**src/rtl/ov7670_pattern_gen_if.sv**
```systemverilog
// ov7670_pattern_gen_if: emulated OV7670 parallel video bus
// ov_pclk  : pixel clock (half the generator clock)
// ov_vsync : frame sync, active-high
// ov_href  : line valid, active-high
// ov_d     : RGB565 byte stream, high byte first
interface ov7670_pattern_gen_if;
    logic       ov_pclk;
    logic       ov_vsync;
    logic       ov_href;
    logic [7:0] ov_d;
    modport master (output ov_pclk, ov_vsync, ov_href, ov_d);
    modport slave (input ov_pclk, ov_vsync, ov_href, ov_d);
endinterface

```
**src/rtl/ov7670_pattern_gen.sv**
```systemverilog
// ov7670_pattern_gen: OV7670-style RGB565 test-pattern source
// clk25/reset : clock and synchronous active-high reset
// enable      : frame generation request, sampled at frame boundaries
// mode        : 0 colour bars, 1 ramp, 2 solid, 3 checker (latched per frame)
// solid_rgb   : RGB565 colour for mode 2 (latched per frame)
// frame_done  : one-cycle pulse as the last byte period of a frame ends
// ov          : sensor bus (pclk, vsync, href, d)
module ov7670_pattern_gen #(
    parameter int H_PIX       = 320,
    parameter int V_LINES     = 240,
    parameter int H_BLANK     = 144,
    parameter int VSYNC_LINES = 3,
    parameter int V_BACK      = 17,
    parameter int V_FRONT     = 10
) (
    input  logic                        clk25,
    input  logic                        reset,
    input  logic                        enable,
    input  logic [1:0]                  mode,
    input  logic [15:0]                 solid_rgb,
    output logic                        frame_done,
    ov7670_pattern_gen_if.master        ov
);
    localparam int H_TOT = 2 * H_PIX + H_BLANK;
    localparam int HW    = $clog2(H_TOT);
    localparam int V_A   = VSYNC_LINES > V_BACK ? VSYNC_LINES : V_BACK;
    localparam int V_B   = V_LINES > V_FRONT ? V_LINES : V_FRONT;
    localparam int LW    = $clog2((V_A > V_B ? V_A : V_B) + 1);
    localparam int BAR_W = H_PIX >= 8 ? H_PIX / 8 : 1;
    // index 0 is the leftmost bar
    localparam logic [7:0][15:0] BARS = {16'h0000, 16'h001F, 16'hF800, 16'hF81F,
                                         16'h07E0, 16'h07FF, 16'hFFE0, 16'hFFFF};

    typedef enum logic [2:0] {IDLE, VSYNC, VBACK, ACTIVE, VFRONT} state_t;

    state_t          state, state_next;
    logic            phase;
    logic [HW-1:0]   hcnt, x, bar_i;
    logic [LW-1:0]   line, last_line;
    logic [7:0]      frame_cnt;
    logic [1:0]      mode_q;
    logic [15:0]     rgb_q, pix;
    logic [2:0]      bar;
    logic            line_end, seg_end, start, href;

    // phase=1 marks the second half of a byte period; all counters and
    // outputs move on the edge that ends it, so pclk falls as data changes
    always_comb begin
        last_line  = state == VSYNC  ? LW'(VSYNC_LINES - 1) :
                     state == VBACK  ? LW'(V_BACK - 1) :
                     state == ACTIVE ? LW'(V_LINES - 1) : LW'(V_FRONT - 1);
        line_end   = hcnt == HW'(H_TOT - 1);
        seg_end    = line_end && line == last_line;
        state_next = !phase          ? state :
                     state == IDLE   ? (enable ? VSYNC : IDLE) :
                     !seg_end        ? state :
                     state == VSYNC  ? VBACK :
                     state == VBACK  ? ACTIVE :
                     state == ACTIVE ? VFRONT : (enable ? VSYNC : IDLE);
        start      = phase && state != VSYNC && state_next == VSYNC;
        frame_done = phase && state == VFRONT && seg_end && !reset;
    end

    always_ff @(posedge clk25)
        if (reset)
            state <= IDLE;
        else
            state <= state_next;

    always_ff @(posedge clk25) begin
        if (reset) begin
            phase     <= 1'b0;
            hcnt      <= '0;
            line      <= '0;
            frame_cnt <= '0;
            mode_q    <= '0;
            rgb_q     <= '0;
        end else begin
            phase <= ~phase;
            if (phase && state != IDLE) begin
                hcnt <= line_end ? '0 : hcnt + 1'b1;
                line <= seg_end ? '0 : line_end ? line + 1'b1 : line;
            end
            if (start) begin
                mode_q <= mode;
                rgb_q  <= solid_rgb;
            end
            if (frame_done)
                frame_cnt <= frame_cnt + 1'b1;
        end
    end

    // in ACTIVE the line counter is the active-line index y
    always_comb begin
        x     = hcnt >> 1;
        bar_i = x / HW'(BAR_W);
        bar   = bar_i > HW'(7) ? 3'd7 : bar_i[2:0];
        href  = state == ACTIVE && hcnt < HW'(2 * H_PIX);
        pix   = mode_q == 2'd0 ? BARS[bar] :
                mode_q == 2'd1 ? {5'(x >> 4), 6'(x >> 2), 5'(line >> 3)} :
                mode_q == 2'd2 ? rgb_q :
                (1'(x >> 4) ^ 1'(line >> 4) ^ 1'(frame_cnt)) ? 16'hFFFF : 16'h0000;
    end

    assign ov.ov_pclk  = phase;
    assign ov.ov_vsync = state == VSYNC;
    assign ov.ov_href  = href;
    assign ov.ov_d     = !href ? 8'h00 : hcnt[0] ? pix[7:0] : pix[15:8];
endmodule

```
**src/flat_wrapper.sv**
```systemverilog
// flat-port wrapper written by rule: the top's interface ports become plain ports
module ov7670_pattern_gen_flat 
#(
    parameter int H_PIX       = 320,
    parameter int V_LINES     = 240,
    parameter int H_BLANK     = 144,
    parameter int VSYNC_LINES = 3,
    parameter int V_BACK      = 17,
    parameter int V_FRONT     = 10
)
  (clk25, reset, enable, mode, solid_rgb, frame_done, ov_ov_pclk, ov_ov_vsync, ov_ov_href, ov_ov_d);
  ov7670_pattern_gen_if ov_i ();
  input  logic clk25;
  input  logic reset;
  input  logic enable;
  input  logic [1:0] mode;
  input  logic [15:0] solid_rgb;
  output logic frame_done;
  output wire logic [$bits(ov_i.ov_pclk)-1:0] ov_ov_pclk;
  output wire logic [$bits(ov_i.ov_vsync)-1:0] ov_ov_vsync;
  output wire logic [$bits(ov_i.ov_href)-1:0] ov_ov_href;
  output wire logic [$bits(ov_i.ov_d)-1:0] ov_ov_d;
  assign ov_ov_pclk = ov_i.ov_pclk;
  assign ov_ov_vsync = ov_i.ov_vsync;
  assign ov_ov_href = ov_i.ov_href;
  assign ov_ov_d = ov_i.ov_d;
  ov7670_pattern_gen #(.H_PIX(H_PIX), .V_LINES(V_LINES), .H_BLANK(H_BLANK), .VSYNC_LINES(VSYNC_LINES), .V_BACK(V_BACK), .V_FRONT(V_FRONT)) u_core (.clk25(clk25), .reset(reset), .enable(enable), .mode(mode), .solid_rgb(solid_rgb), .frame_done(frame_done), .ov(ov_i));
endmodule
```
**config.mk**
```make
export PLATFORM = sky130hd
export DESIGN_NAME = ov7670_pattern_gen_flat
export DESIGN_NICKNAME = d
export VERILOG_FILES = /design/src/rtl/ov7670_pattern_gen_if.sv /design/src/rtl/ov7670_pattern_gen.sv /design/src/flat_wrapper.sv
export SDC_FILE = /design/constraint.sdc
export NUM_CORES = 1
export LEC_CHECK = 0
export BUFFER_PORTS_ARGS = -buffer_cell sky130_fd_sc_hd__buf_2
export CAP_MARGIN = 0
export CORE_UTILIZATION = 50
export CTS_BUF_LIST = sky130_fd_sc_hd__clkbuf_16
export DETAILED_ROUTE_END_ITERATION = 10
export HOLD_SLACK_MARGIN = 0.08
export PLACE_DENSITY = 0.68
export REMOVE_ABC_BUFFERS = 1
export SLEW_MARGIN = 10
export SYNTH_ARGS = -nofsm -noshare
export SYNTH_HDL_FRONTEND = slang
export SYNTH_SLANG_ARGS = --single-unit
```
**constraint.sdc**
```tcl
create_clock -name clk25 -period 3.65 [get_ports clk25]
set_input_delay 0.73 -clock clk25 [delete_from_list [all_inputs] [get_ports clk25]]
set_output_delay 0.73 -clock clk25 [all_outputs]
set_load 0.02 [all_outputs]
```
# == Word level (Yosys, flattened, before mapping) ==
# Memory sizes are Yosys's and may differ from the RTL's.
# Cells that the tools add are included.
# totals
ff_bits,48
mem_bits_ro,128
out_inout_bits,12
mem_count,1
# mem_list
memory,depth,word_bits,rd,rd_ports_with_merged_regs,wr,line,text
(name not given),8,16,1,0,0,ov7670_pattern_gen.sv:99,pix = mode_q == 2'd0 ? BARS[bar] :
# op_classes
add_sub_neg,3
div,1
magnitude_cmp,3
eq_ne,10
n_mux,21
bitwise,3
reduce_logical,14
# ops
operator,n
2-to-1 mux 16 bit,5
2-to-1 mux 8 bit,7
2-to-1 mux 3 bit,7
adder 8 x 1 -> 8 bit (second input constant),2
adder 10 x 1 -> 10 bit (second input constant),1
divider 9 x 6 -> 10 bit (second input constant),1
equality test 10 bit (second input constant),1
greater-than comparator 10 x 3 -> 1 bit (second input constant),1
< comparator 10 bit (second input constant),1
2-to-1 mux 10 bit,1
equality test 8 bit,1
logical AND 1 bit,8
equality test 3 x 1 -> 1 bit (second input constant),2
equality test 3 x 2 -> 1 bit (second input constant),2
< comparator 3 x 4 -> 1 bit (second input constant),1
equality test 3 bit (second input constant),1
logical NOT 3 bit,1
!= test 3 x 1 -> 1 bit (second input constant),1
nonzero test 3 bit,1
equality test 2 x 1 -> 1 bit (second input constant),1
equality test 2 bit (second input constant),1
logical NOT 2 bit,1
AND reduction 2 bit,1
nonzero test 2 bit,1
4 further kinds,5

# == Logic depth before layout (Yosys ltp) ==
# logic_depth
depth_word,11
mapped_depth,10
depth_no_buf,7

# == Worst setup path before layout ==
# No wires, ideal clock.
# synth_path
kind,register to output
startpoint,register u_core.hcnt[8]
endpoint,output port ov_ov_d[5]
t_arrival_ps,1823
t_required_ps,2920
path_slack_ps,1097
stages_incl_launch_ff,8
n_path_buf,1
cell_sequence,dfxtp_1 -> clkbuf_1 -> o21ai_0 -> a211o_1 -> a21oi_1 -> and2_1 -> o221ai_1 -> a21oi_1
# synth_via
elab_chain_cells,8
elab_cells_between_ends,10
classes_between,div: 1; order compare: 2; mux: 5; reduce/logical: 1; memory: 1
# synth_rtl
element,line,text
from (decl),ov7670_pattern_gen.sv:38,"logic [HW-1:0] hcnt, x, bar_i;"
from (signal assigned),ov7670_pattern_gen.sv:81,hcnt <= line_end ? '0 : hcnt + 1'b1;
divider 9 x 6 -> 10 bit,ov7670_pattern_gen.sv:96,bar_i = x / HW'(BAR_W);
greater-than comparator 10 x 3 -> 1 bit,ov7670_pattern_gen.sv:97,bar = bar_i > HW'(7) ? 3'd7 : bar_i[2:0];
2-to-1 mux 3 bit,ov7670_pattern_gen.sv:97,
memory (8 x 16 bit),-,
2-to-1 mux 16 bit (implied by the code),ov7670_pattern_gen.sv:99,
2-to-1 mux 16 bit,ov7670_pattern_gen.sv:99,
2-to-1 mux 8 bit,ov7670_pattern_gen.sv:108,assign ov.ov_d = !href ? 8'h00 : hcnt[0] ? pix[7:0] : pix[15:8];
2-to-1 mux 8 bit *,ov7670_pattern_gen.sv:108,
to (decl),flat_wrapper.sv:22,output wire logic [$bits(ov_i.ov_d)-1:0] ov_ov_d;
# Every way passes the cells marked *; elsewhere a longest branch is shown, timed or not. The select of a mux whose other input is x is not followed.

# == Worst setup path in the final report ==
# layout_path
startpoint,register u_core.hcnt[6]
endpoint,output port ov_ov_d[1]
# The elaborated chain is that of the path after synthesis.

==> results_dict.tcl <==
set metrics [dict create \
    postCtsSetupBuffers 0 \
    grt_use_met2_pct 33.23 \
    cap_viol_max_count 0 \
    final_antenna_net_count 0 \
    min_path_type "reg -> reg" \
    ctsLongestPathBuffers 2 \
    endpoint_kind "output port" \
    antenna_found_initial 0 \
    status "finished clean" \
    synth_cell_types 50 \
    die_w_um 72.37 \
    die_h_um 72.37 \
    ys_top_cells_by_area "dfxtp_1, nand2b_1, mux2i_1, nor2_1, xor2_1" \
    gr-total-overflow 0 \
    arrival_ns 2.25 \
    h-tree-depth 2 \
    start_util_pct 52.08 \
    synth_top_family_by_area "simple AND/OR/NAND/NOR gates" \
    drc 0 \
    grt_pass1_wl_um 8625 \
    hold_buffers 0 \
    yosys.area_share.simple_pct 27.89 \
    finClkSkew_ns 0.004570 \
    io_pins 33 \
    synth_edf_count 0 \
    finalInstanceArea_mm2 0.002748 \
    period_minus_slack_ns 2.975 \
    netlist.area_leader.share_pct 33.15 \
    core.rowCount 25 \
    dp_hpwl_um 3633 \
    fin_cells 378 \
    clk_latency_ns 0.28 \
    numCtsBuffers 5 \
    syn_inst 295 \
    ys_ff_latch 41 \
    top_usage_layer "met2" \
    avgSynthCellArea_um2 8.394 \
    crit_type "reg -> out" \
    finalSetupTns_ns 0 \
    clk_pin_slew_ns 0.06 \
    viasPerCell 5.532 \
    required_ns 2.92 \
    synth-xor-area-share_pct 6.013 \
    yosys_warnings 0 \
    dr_total_vias 2091 \
    synth-async-reset-ratio_pct 0 \
    synth_area_leader_cell "dfxtp_1" \
    drt_iter0_markers 173 \
    grtUsageMet3_pct 4.167 \
    final_max_slew_viol_count 0 \
    synth_fa_ha_area_share_pct 1.011 \
    max_freq_ghz 0.3361 \
    place.gp.congestion 1.001 \
    grt_pass1_vias 1881 \
    finalHoldViolCount 0 \
    portBuffers 32 \
    fp.dieArea_mm2 0.005237 \
    dpl-instance-area_mm2 0.002615 \
    gr-usage-all-layers_pct 21.11 \
    period_share_pct 81.52 \
    drive_above_1_share_pct 14.79 \
    firstDrtPassIters 4 \
    netlist_area_mm2 0.002476 \
    use_met1_pct 29.36 \
    core_area_mm2 0.004755 \
    routed_wl_um 5272 \
    synth_top_flop_cell "dfxtp_1" \
    powerDensity_mw_per_mm2 352.4 \
    post_cts_resized 0 \
    vdd_drop_max_v 0.0001847 \
    ys_seq_area_share_pct 33.15 \
    synth-compound-area-share_pct 17.23 \
    leakagePower_nw 1.032 \
    grt_max_degree 46 \
    finalNetCount 334 \
    numClockSinks 41 \
    crit_path_max_fanout 14 \
    rsz0062_at_grt "false" \
    placed_cells_incl_taps 371 \
    cts_root_buf "clkbuf_16" \
    setup_viol 0 \
    muxShareOfSynthArea_pct 8.893 \
    relSlewSlack_pct 59.79 \
    avgRoutedWirePerCell_um 13.95 \
    cp-start-kind "flip-flop" \
    tightest_slew_ns 0.5937 \
    syn_to_final_growth_pct 10.97 \
    fillers 473 \
    cts_tree "built" \
    n_antenna_cell 0 \
]
[layer usage]
metal  up-vias  routed length, µm  part of all wire (%)
li1       1065                  -                     -
met1       968               2643                    50
met5         -                  0                     0
met4         0                 41                  0.78
met3         4                284                   5.4
met2        54               2302                    44
[Yosys cell counts, types with 4 or more instances]
| master | instances |
|---|---|
| inv_1 | 5 |
| xnor2_1 | 6 |
| mux2i_1 | 22 |
| xor2_1 | 11 |
| and2_1 | 5 |
| o21ai_0 | 7 |
| dfxtp_1 | 41 |
| clkbuf_1 | 15 |
| nand2_1 | 13 |
| nand2b_1 | 42 |
| nand4_1 | 7 |
| o22a_1 | 9 |
| nor2_1 | 31 |
| or3_1 | 4 |
| o221ai_1 | 7 |
| a22o_1 | 5 |
| a21oi_1 | 16 |
[stage by stage]
step	power (W)	hold WS [ns]	utilization, %	setup WS (ns)
5_1_grt	0.001005	0.4834	57.79	0.4610
2_1_floorplan	0.0005410	0.4481	-	0.05087
6_report	0.0009683	0.4714	57.79	0.6746
3_5_place_dp	0.0005726	0.4636	55.00	0.7910
4_1_cts	0.0009772	0.4748	57.79	0.6719
3_3_place_gp	0.0005714	0.4602	55.00	0.8808
[worst max-delay path, cell delays in order, from the launching register on]
cell,delay [ns]
dfxtp_1,0.60
nand3b_1,0.17
a21oi_1,0.08
a31oi_1,0.16
o21ba_2,0.14
nor2_1,0.04
o311a_1,0.37
a22o_1,0.24
buf_2,0.16
[final timing paths]
path / startpoint / endpoint / slack (ns) / cells past startpoint
max: u_core.hcnt[6] / ov_ov_d[1] / 0.67 / 8
min: u_core.rgb_q[8] / u_core.rgb_q[8] / 0.47 / 2
max reg2reg: u_core.state[2] / u_core.rgb_q[12] / 0.73 / 8
min reg2reg: u_core.rgb_q[8] / u_core.rgb_q[8] / 0.47 / 2
[layout by cell type (no fill, tap or decap), types with 6 or more instances in the layout]
cell type  instances
o22a_1             9
inv_1              6
buf_2             32
nand4_1            7
o21ai_0            7
xnor2_1            6
nand2_1           13
nor2_1            31
a21oi_1           16
dfxtp_1           41
o221ai_1           7
mux2i_1           22
xor2_1            11
nand2b_1          42
[logic make-up after synthesis]
logic type,after synthesis
mux,22
buf+inv,29
compound gates,59
xor+xnor,17
flops,41
fa+ha+maj,2
simple gates,125
[area by class of cell]
type | instances | area (µm²) | share of cell area [%]
Sequential cell | 41 | 820.8 | 29.87
Tap cell | 67 | 83.83 | 3.051
Timing Repair Buffer | 33 | 167.7 | 6.102
Clock inverter | 2 | 7.507 | 0.2732
Multi-Input combinational cell | 225 | 1524 | 55.46
Clock buffer | 5 | 125.1 | 4.554
Inverter | 5 | 18.77 | 0.6831
[registers in the layout, indices dropped and copies added (netlist names)]
register	count
u_core.state	3
u_core.frame_cnt	1
u_core.line	8
u_core.ov.ov_pclk	1
u_core.hcnt	10
u_core.rgb_q	16
u_core.mode_q	2
[power breakdown]
part	internal (W)	switching [W]	total, W
clock	0.000244	0.000161	0.000405
combinational	0.0000453	0.0000463	0.0000915
sequential	0.000460	0.0000112	0.000472
total	0.000750	0.000218	0.000968
Power figures use the tool's default switching activity.
